--- src/rtl/ven_pkg.sv ---
// Shared definitions for the vending-machine coin path: coin codes and
// arbiter state encoding.
package ven_pkg;

   localparam logic [1:0] COIN_NONE = 2'b00;
   localparam logic [1:0] COIN_A    = 2'b01;
   localparam logic [1:0] COIN_B    = 2'b10;
   localparam logic [1:0] COIN_C    = 2'b11;

   typedef enum logic [1:0] {
      ST_IDLE = 2'd0,
      ST_GAP  = 2'd1,
      ST_HOLD = 2'd2
   } arb_state_t;

endpackage

--- src/rtl/ven_rr_pick.sv ---
// Combinational round-robin picker: first set bit of full at or after rr,
// ascending with wrap-around.
module ven_rr_pick #(
   parameter int NSLOT = 4,
   parameter int IW    = $clog2(NSLOT)
) (
   input  logic [NSLOT-1:0] full,
   input  logic [IW-1:0]    rr,
   output logic             found,
   output logic [IW-1:0]    idx
);

   logic [IW:0] pos;

   // Scan from the farthest offset down so the nearest full slot is the last write.
   always_comb begin
      found = 1'b0;
      idx   = '0;
      pos   = '0;
      for (int k = NSLOT - 1; k >= 0; k--) begin
         pos = {1'b0, rr} + (IW + 1)'(k);
         if (pos >= (IW + 1)'(NSLOT))
            pos = pos - (IW + 1)'(NSLOT);
         if (full[pos[IW-1:0]]) begin
            found = 1'b1;
            idx   = pos[IW-1:0];
         end
      end
   end

endmodule

--- src/rtl/ven_coin_arb.sv ---
// Round-robin coin arbiter: per-slot one-coin buffers feeding ven_mach's
// single coin input, one coin per two cycles, paused after each dispense.
module ven_coin_arb
   import ven_pkg::*;
#(
   parameter int NSLOT = 4,
   parameter int HOLD  = 2
) (
   input  logic                     clock,
   input  logic                     reset,
   input  logic [NSLOT-1:0]         slot_valid,
   input  logic [2*NSLOT-1:0]       slot_coin,
   output logic [NSLOT-1:0]         slot_ready,
   output logic [1:0]               vm_coin,
   input  logic                     vm_x,
   output logic [$clog2(NSLOT)-1:0] grant_id,
   output logic                     busy,
   output logic [7:0]               coin_cnt
);

   localparam int IW = $clog2(NSLOT);
   localparam int CW = (HOLD > 1) ? $clog2(HOLD) : 1;

   arb_state_t              state, state_nxt;
   logic [CW-1:0]           cnt, cnt_nxt;
   logic [IW-1:0]           rr;
   logic [NSLOT-1:0]        full;
   logic [NSLOT-1:0][1:0]   buf_code;
   logic                    issue;
   logic                    pick_found;
   logic [IW-1:0]           pick_idx;

   ven_rr_pick #(.NSLOT(NSLOT), .IW(IW)) u_pick (
      .full  (full),
      .rr    (rr),
      .found (pick_found),
      .idx   (pick_idx)
   );

   assign slot_ready = ~full;
   assign busy       = (state != ST_IDLE) || (|full);

   always_comb begin
      state_nxt = state;
      cnt_nxt   = cnt;
      issue     = 1'b0;
      case (state)
         ST_IDLE: begin
            if (vm_x) begin
               state_nxt = ST_HOLD;
               cnt_nxt   = CW'(HOLD - 1);
            end else if (pick_found) begin
               issue     = 1'b1;
               state_nxt = ST_GAP;
            end
         end
         ST_GAP: begin
            if (vm_x) begin
               state_nxt = ST_HOLD;
               cnt_nxt   = CW'(HOLD - 1);
            end else begin
               state_nxt = ST_IDLE;
            end
         end
         ST_HOLD: begin
            // vm_x is deliberately ignored here; the window only counts down.
            if (cnt == '0) state_nxt = ST_IDLE;
            else           cnt_nxt   = cnt - CW'(1);
         end
         default: state_nxt = ST_IDLE;
      endcase
   end

   always_ff @(posedge clock or negedge reset) begin
      if (!reset) begin
         state    <= ST_IDLE;
         cnt      <= '0;
         rr       <= '0;
         vm_coin  <= COIN_NONE;
         grant_id <= '0;
         coin_cnt <= '0;
      end else begin
         state   <= state_nxt;
         cnt     <= cnt_nxt;
         vm_coin <= issue ? buf_code[pick_idx] : COIN_NONE;
         if (issue) begin
            grant_id <= pick_idx;
            rr       <= (pick_idx == IW'(NSLOT - 1)) ? '0 : pick_idx + IW'(1);
            coin_cnt <= coin_cnt + 8'd1;
         end
      end
   end

   // A slot being issued is still full at that edge, so it cannot refill then.
   always_ff @(posedge clock or negedge reset) begin
      if (!reset) begin
         full     <= '0;
         buf_code <= '0;
      end else begin
         for (int i = 0; i < NSLOT; i++) begin
            if (issue && pick_idx == IW'(i)) begin
               full[i] <= 1'b0;
            end else if (slot_valid[i] && !full[i] &&
                         slot_coin[2*i +: 2] != COIN_NONE) begin
               full[i]     <= 1'b1;
               buf_code[i] <= slot_coin[2*i +: 2];
            end
         end
      end
   end

endmodule

--- config.mk ---
export PLATFORM = sky130hd
export DESIGN_NAME = ven_coin_arb
export DESIGN_NICKNAME = d
export VERILOG_FILES = /design/src/rtl/ven_pkg.sv /design/src/rtl/ven_rr_pick.sv /design/src/rtl/ven_coin_arb.sv
export SDC_FILE = /design/constraint.sdc
export NUM_CORES = 1
export LEC_CHECK = 0
export ABC_AREA = 0
export CELL_PAD_IN_SITES_DETAIL_PLACEMENT = 0
export CELL_PAD_IN_SITES_GLOBAL_PLACEMENT = 1
export CORE_MARGIN = 2
export CORE_UTILIZATION = 25
export DETAILED_ROUTE_END_ITERATION = 12
export PLACE_DENSITY_LB_ADDON = 0.3
export SLEW_MARGIN = 10
export SYNTH_ARGS = -nofsm -noshare
export SYNTH_HDL_FRONTEND = slang
export SYNTH_SLANG_ARGS = --single-unit
--- constraint.sdc ---
create_clock -name clock -period 5 [get_ports clock]
set_clock_uncertainty 0.05 [all_clocks]
set_input_delay 1.25 -clock clock [delete_from_list [all_inputs] [get_ports clock]]
set_output_delay 1.25 -clock clock [all_outputs]
set_load 0.01 [all_outputs]
==> results.cfg, run 1 <==
[outcome]
status = finished clean

[cts]
clk_latency_ns = 0.27
clkSinkCount = 29
clk_path_buf_depth = 2
postCtsSetupBuffers = 0
hold_buffers = 0
path_clk_slew_ns = 0.06
cts_inserted_buffers = 5
cts_tree = yes
htreeDepth = 2
root_buffer = clkbuf_8
ctsResizeCount = 0

[critical_path]
critPathTopFamily = simple AND/OR/NAND/NOR gates
cp-start-kind = flop
critPathMaxFanout = 6
r2r_slack_ns = 2.68
critical_path.cell_chain = nor4_1 -> nand2_1 -> clkdlybuf4s50_1
crit_required_ns = 3.70
cp_num_buf_inv = 1
path_class = reg2out
worst_setup_path_end_kind = primary output
arrival_ns = 2.07
cp_slowest_stage_delay_ns = 0.77
slowest_stage = nor4_1

[power_and_ir_drop]
vdd_drop_max_v = 0.000210
p_leak_nw = 0.786
power_density_nw_per_um2 = 575
p_total_w = 0.00103

[global_routing]
grt.total_usage_pct = 10.5
grt-ovfl-total = 0
grt_pass1_vias = 1073
grt_pass1_wl_microns = 4880
antenna_found_initial = 0
grt_start_max_net_pins = 18

[hold_path]
hp-class = reg2reg

[route]
routed_via_density = 4.45
vias = 1019
dr.pass1.iters = 4
routedWlPerCell_microns = 12.5
finalWirelength_microns = 2860
drc = 0
ant_nets = 0
drt_iter0_markers = 59

[placement]
portBuffers = 31
gp_congestion = 0.761
placed_area_sq_um = 1710
hpwl_microns = 2200
place_inst = 221

[logic_synthesis]
avgSynthCellArea_sq_um = 10.9
ys_ff_latch = 29
synth_area_sq_um = 1310
seq_area_frac_synth_pct = 55.3
syn-num-nets = 137
netlist_instances = 120
netlist-cell-type-count = 30
yosys_warnings = 0

[sta]
fmax_mhz = 296
rsz0062_at_grt = no
final.period_utilization_pct = 67.5
layout_min_cycle_time_ns = 3.37
tns_ns = 0
drv_slew = 0
setup_viol = 0
slew_headroom_pct = 41.3
tightestPinTransition_ns = 0.874
hold_viol_final = 0

[run]
maxCapViolCount = 0

[floorplanning]
die_h_microns = 76.4
io_pins = 32
rows = 26
die_w_microns = 76.4
core_area_sq_um = 5070
dieArea_sq_um = 5840
initial_core_util_pct = 25.8

[cells_and_area]
design_area_sq_um = 1800
diodes = 0
instances_no_fill = 229
drive_gt1_share_pct = 12.6
syn_to_final_growth_pct = 36.9
nets = 175
==> final cells by class <==
cell class	count	area (sq um)
multi-input combinational	81	548
fill	531	3280
inverter	9	33.8
timing repair buffer	32	318
sequential	29	726
tap	70	87.6
clock buffer	6	72.6
clock inverter	2	10.0
==> placed cells by master, fill, tap and decap left out, drive strengths merged, types with 2 or more instances in the layout <==
cell / count
clkbuf: 6
xnor2: 6
a222oi: 2
dfrtp: 29
a2bb2oi: 2
o21ai: 9
o22ai: 3
nor4: 2
nor2: 4
clkinv: 2
mux2i: 4
inv: 9
ha: 2
nor2b: 3
clkdlybuf4s50: 31
nand2: 26
nand4: 3
mux2: 4
==> synthesized netlist by cell type, drive strengths merged <==
cell / count / area (sq um)
a2bb2oi: 2 / 30.0
o21ai: 9 / 45.0
a22oi: 1 / 7.51
xor2: 1 / 8.76
o22ai: 3 / 18.8
nand2: 26 / 97.6
nor4: 2 / 27.5
dfrtp: 29 / 726
nand3: 1 / 5.00
a222oi: 2 / 20.0
clkbuf: 1 / 3.75
nand4: 3 / 18.8
nor2: 4 / 17.5
nor2b: 3 / 18.8
nand2b: 1 / 8.76
a211o: 1 / 10.0
xnor2: 6 / 52.6
inv: 9 / 33.8
a32oi: 1 / 8.76
ha: 2 / 25.0
a211oi: 1 / 12.5
nand3b: 1 / 7.51
and4: 1 / 8.76
mux2i: 4 / 40.0
mux2: 4 / 45.0
and3: 1 / 6.26
a21o: 1 / 7.51
==> final timing paths <==
kind | start | end | cells after the start
max | full[0] | busy | 3
min | buf_code[0] | buf_code[0] | 2
max reg2reg | full[1] | buf_code[6] | 7
min reg2reg | buf_code[0] | buf_code[0] | 2
max in group asynchronous | reset | full[1] | 2
min in group asynchronous | reset | state[1] | 1
==> metrics by stage <==
step	hold WS, ns	setup WS, ns	util (%)
after global routing	0.464	1.53	35.4
final	0.427	1.63	35.4
after global placement	0.410	1.81	33.8
after detailed placement	0.421	1.70	33.8
after CTS	0.435	1.61	35.4
after floorplan	0.394	2.61	-
==> cell families (layout without fill, tap and decap cells) <==
family / after synthesis / after routing / share of synthesized area [%]
AOI/OAI and AO/OA: 21 / 21 / 12.2
xor gates and xnor gates: 7 / 7 / 4.68
adders and majority gates: 2 / 2 / 1.91
buffers and inverters: 10 / 49 / 2.86
DFF: 29 / 29 / 55.3
muxes: 8 / 8 / 6.49
and+or+nand+nor: 43 / 43 / 16.5
==> worst register-to-register path, cell delays in order (launching register included) <==
cell and delay, ns:
dfrtp_1 0.42, inv_1 0.13, a211o_2 0.31, nand2_1 0.26, inv_1 0.16, ha_1 0.28, a211oi_2 0.26, mux2_2 0.36
==> state kept, by name, summed over array words and instances (netlist names) <==
| name | count |
|---|---|
| buf_code | 8 |
| coin_cnt | 8 |
| full | 4 |
| grant_id | 2 |
| rr | 2 |
| state | 2 |
| vm_coin | 2 |
| cnt | 1 |
==> routing by layer <==
layer | wire length (microns) | GRT usage (%)
met5 | 0 | 0
met2 | 1310 | 16.9
met1 | 1350 | 13.0
met4 | 31 | 4.18
met3 | 170 | 3.55
==> power breakdown <==
| group | internal, W | switching (W) |
|---|---|---|
| sequential | 0.000333 | 0.0000961 |
| clock | 0.0000961 | 0.0000830 |
| combinational | 0.000227 | 0.000198 |
Power figures use the tool's default switching activity.
==> inputs of run 2 (changes only) <==
==> constraint.sdc (replaced) <==
create_clock -name clock -period 3.5 [get_ports clock]
set_clock_uncertainty 0.05 [all_clocks]
set_input_delay 0.875 -clock clock [delete_from_list [all_inputs] [get_ports clock]]
set_output_delay 0.875 -clock clock [all_outputs]
set_load 0.01 [all_outputs]
==> run 2 against run 1 <==
Compared with the run above:
- cell count is 0.44% higher
- total power increased by 49%
- clock-buffer cell count up 1
- die area unchanged
- sequential power up 41%
- critical path type unchanged
- critical endpoint unchanged
- largest cell class unchanged
==> results.cfg, run 2 (synthesized netlist as in run 1, its figures left out) <==
[placement]
pre_cts_slack_ns = 0.802
portBuffers = 31
place_inst = 222
gp_congestion = 0.775
hpwl_microns = 2230

[critical_path]
worst_setup_path_end_kind = primary output
arrival_ns = 2.10
r2r_slack_ns = 1.15
critical_path.cell_chain = nor4_1 -> nand2_1 -> clkdlybuf4s50_1
cp_num_buf_inv = 1
critPathMaxFanout = 6
path_class = reg2out
cp-start-kind = flop
critPathTopFamily = simple AND/OR/NAND/NOR gates
rr_startpoint = rr[1]
slowest_stage = nor4_1
worstReg2RegEnd = buf_code[6]
reg2reg_depth = 7
cp_slowest_stage_delay_ns = 0.78
crit_required_ns = 2.57

[cells_and_area]
top_regs = buf_code (8), coin_cnt (8), full (4)
fillCellCount = 529
instances_no_fill = 230
syn_to_final_growth_pct = 38.9
register_area_sq_um = 726
final_common_cell = clkdlybuf4s50_1
nets = 176
final_cell_mix = clkdlybuf4s50_1, dfrtp_1, nand2_1, o21ai_0, inv_1
multi_input_area_sq_um = 548
drive_gt1_share_pct = 13.8
diodes = 0

[cts]
clkSinkCount = 29
cts_tree = yes
postCtsSetupBuffers = 0
clk_path_buf_depth = 2
clk_latency_ns = 0.28
ctsResizeCount = 0
hold_buffers = 0
root_buffer = clkbuf_8
path_clk_slew_ns = 0.06
htreeDepth = 2
cts_inserted_buffers = 5

[floorplanning]
core_area_sq_um = 5070
die_w_microns = 76.4
initial_core_util_pct = 25.8
dieArea_sq_um = 5840
die_h_microns = 76.4
io_pins = 32
rows = 26

[route]
drt_iter0_markers = 29
routed_via_density = 4.49
vias = 1032
drc = 0
ant_nets = 0
dr.pass1.iters = 4
routedWlPerCell_microns = 12.9
finalWirelength_microns = 2970

[outcome]
status = finished clean

[sta]
hold_viol_final = 0
rsz0062_at_grt = no
setup_ws_ns = 0.475
slew_headroom_pct = 41.3
drv_slew = 0
tns_ns = 0
setup_viol = 0
tightestPinTransition_ns = 0.873
fmax_mhz = 331
layout_min_cycle_time_ns = 3.03
final.period_utilization_pct = 86.4

[run]
maxCapViolCount = 0

[power_and_ir_drop]
p_leak_nw = 0.801
vdd_drop_max_v = 0.000262
power_density_nw_per_um2 = 842

[global_routing]
grt.total_usage_pct = 11.4
grt_start_max_net_pins = 30
grt_pass1_vias = 1088
antenna_found_initial = 0
grt_pass1_wl_microns = 5150
grt-ovfl-total = 0

[hold_path]
hp-start = coin_cnt[7]
hp-class = reg2reg
holdPathStages = 1
worstHoldEndpoint = coin_cnt[7]
==> run 2: cell types whose count changed in the layout (fill, tap and decap cells not counted) <==
cell and delta:
clkbuf_1 -1, clkbuf_8 +2, clkinv_2 -1, buf_4 +1
==> run 2: worst reg2reg max path, delay by kind of cell (launching register included) <==
| family | cells | cell delay (ns) |
|---|---|---|
| mux | 1 | 0.37 |
| buf+inv | 1 | 0.16 |
| fa+ha+maj | 1 | 0.27 |
| simple gates | 2 | 0.34 |
| compound gates | 2 | 0.60 |
| flops | 1 | 0.44 |
==> run 2: power breakdown <==
| part | switching [W] | internal, W |
|---|---|---|
| clock | 0.000133 | 0.000178 |
| sequential | 0.000131 | 0.000475 |
| combinational | 0.000288 | 0.000329 |
| total | 0.000552 | 0.000981 |
==> run 2: final cells by class <==
cell class,instances,share of cell area [%]
clock buffers,7,5.29
clock inverters,1,0.275
inverters,9,1.85
multi-input cells,81,30.1
flip-flops and latches,29,39.8
well taps,70,4.81
repair buffers,33,17.9
==> run 2: metrics by stage <==
| stage | instance area (sq um) | total power [W] | hold WS (ns) | util [%] |
|---|---|---|---|---|
| detailed placement | 1720 | 0.00124 | 0.415 | 33.9 |
| global route | 1820 | 0.00166 | 0.451 | 35.9 |
| global placement | 1720 | 0.00122 | 0.411 | 33.9 |
| CTS | 1820 | 0.00156 | 0.428 | 35.9 |
| floorplan | 1310 | 0.000973 | 0.394 | - |
| finish | 1820 | 0.00153 | 0.419 | 35.9 |
==> run 2: worst max-delay path by stage <==
stage	depth (start not counted)	slack, ns	end	start
final	3	0.47	busy	full[0]
after global routing	3	0.45	busy	full[0]
after CTS	3	0.48	busy	full[0]
after detailed placement	3	0.80	busy	full[0]
after global placement	3	0.88	busy	full[0]
after floorplan	7	1.41	buf_code[6]	rr[1]
==> run 2: routing by layer <==
layer,share of wire (%),track usage [%],up-vias
met5,0,0,-
met4,0.84,4.36,0
met3,9.5,5.45,5
met2,44,17.6,39
met1,45,13.7,492
li1,-,-,496
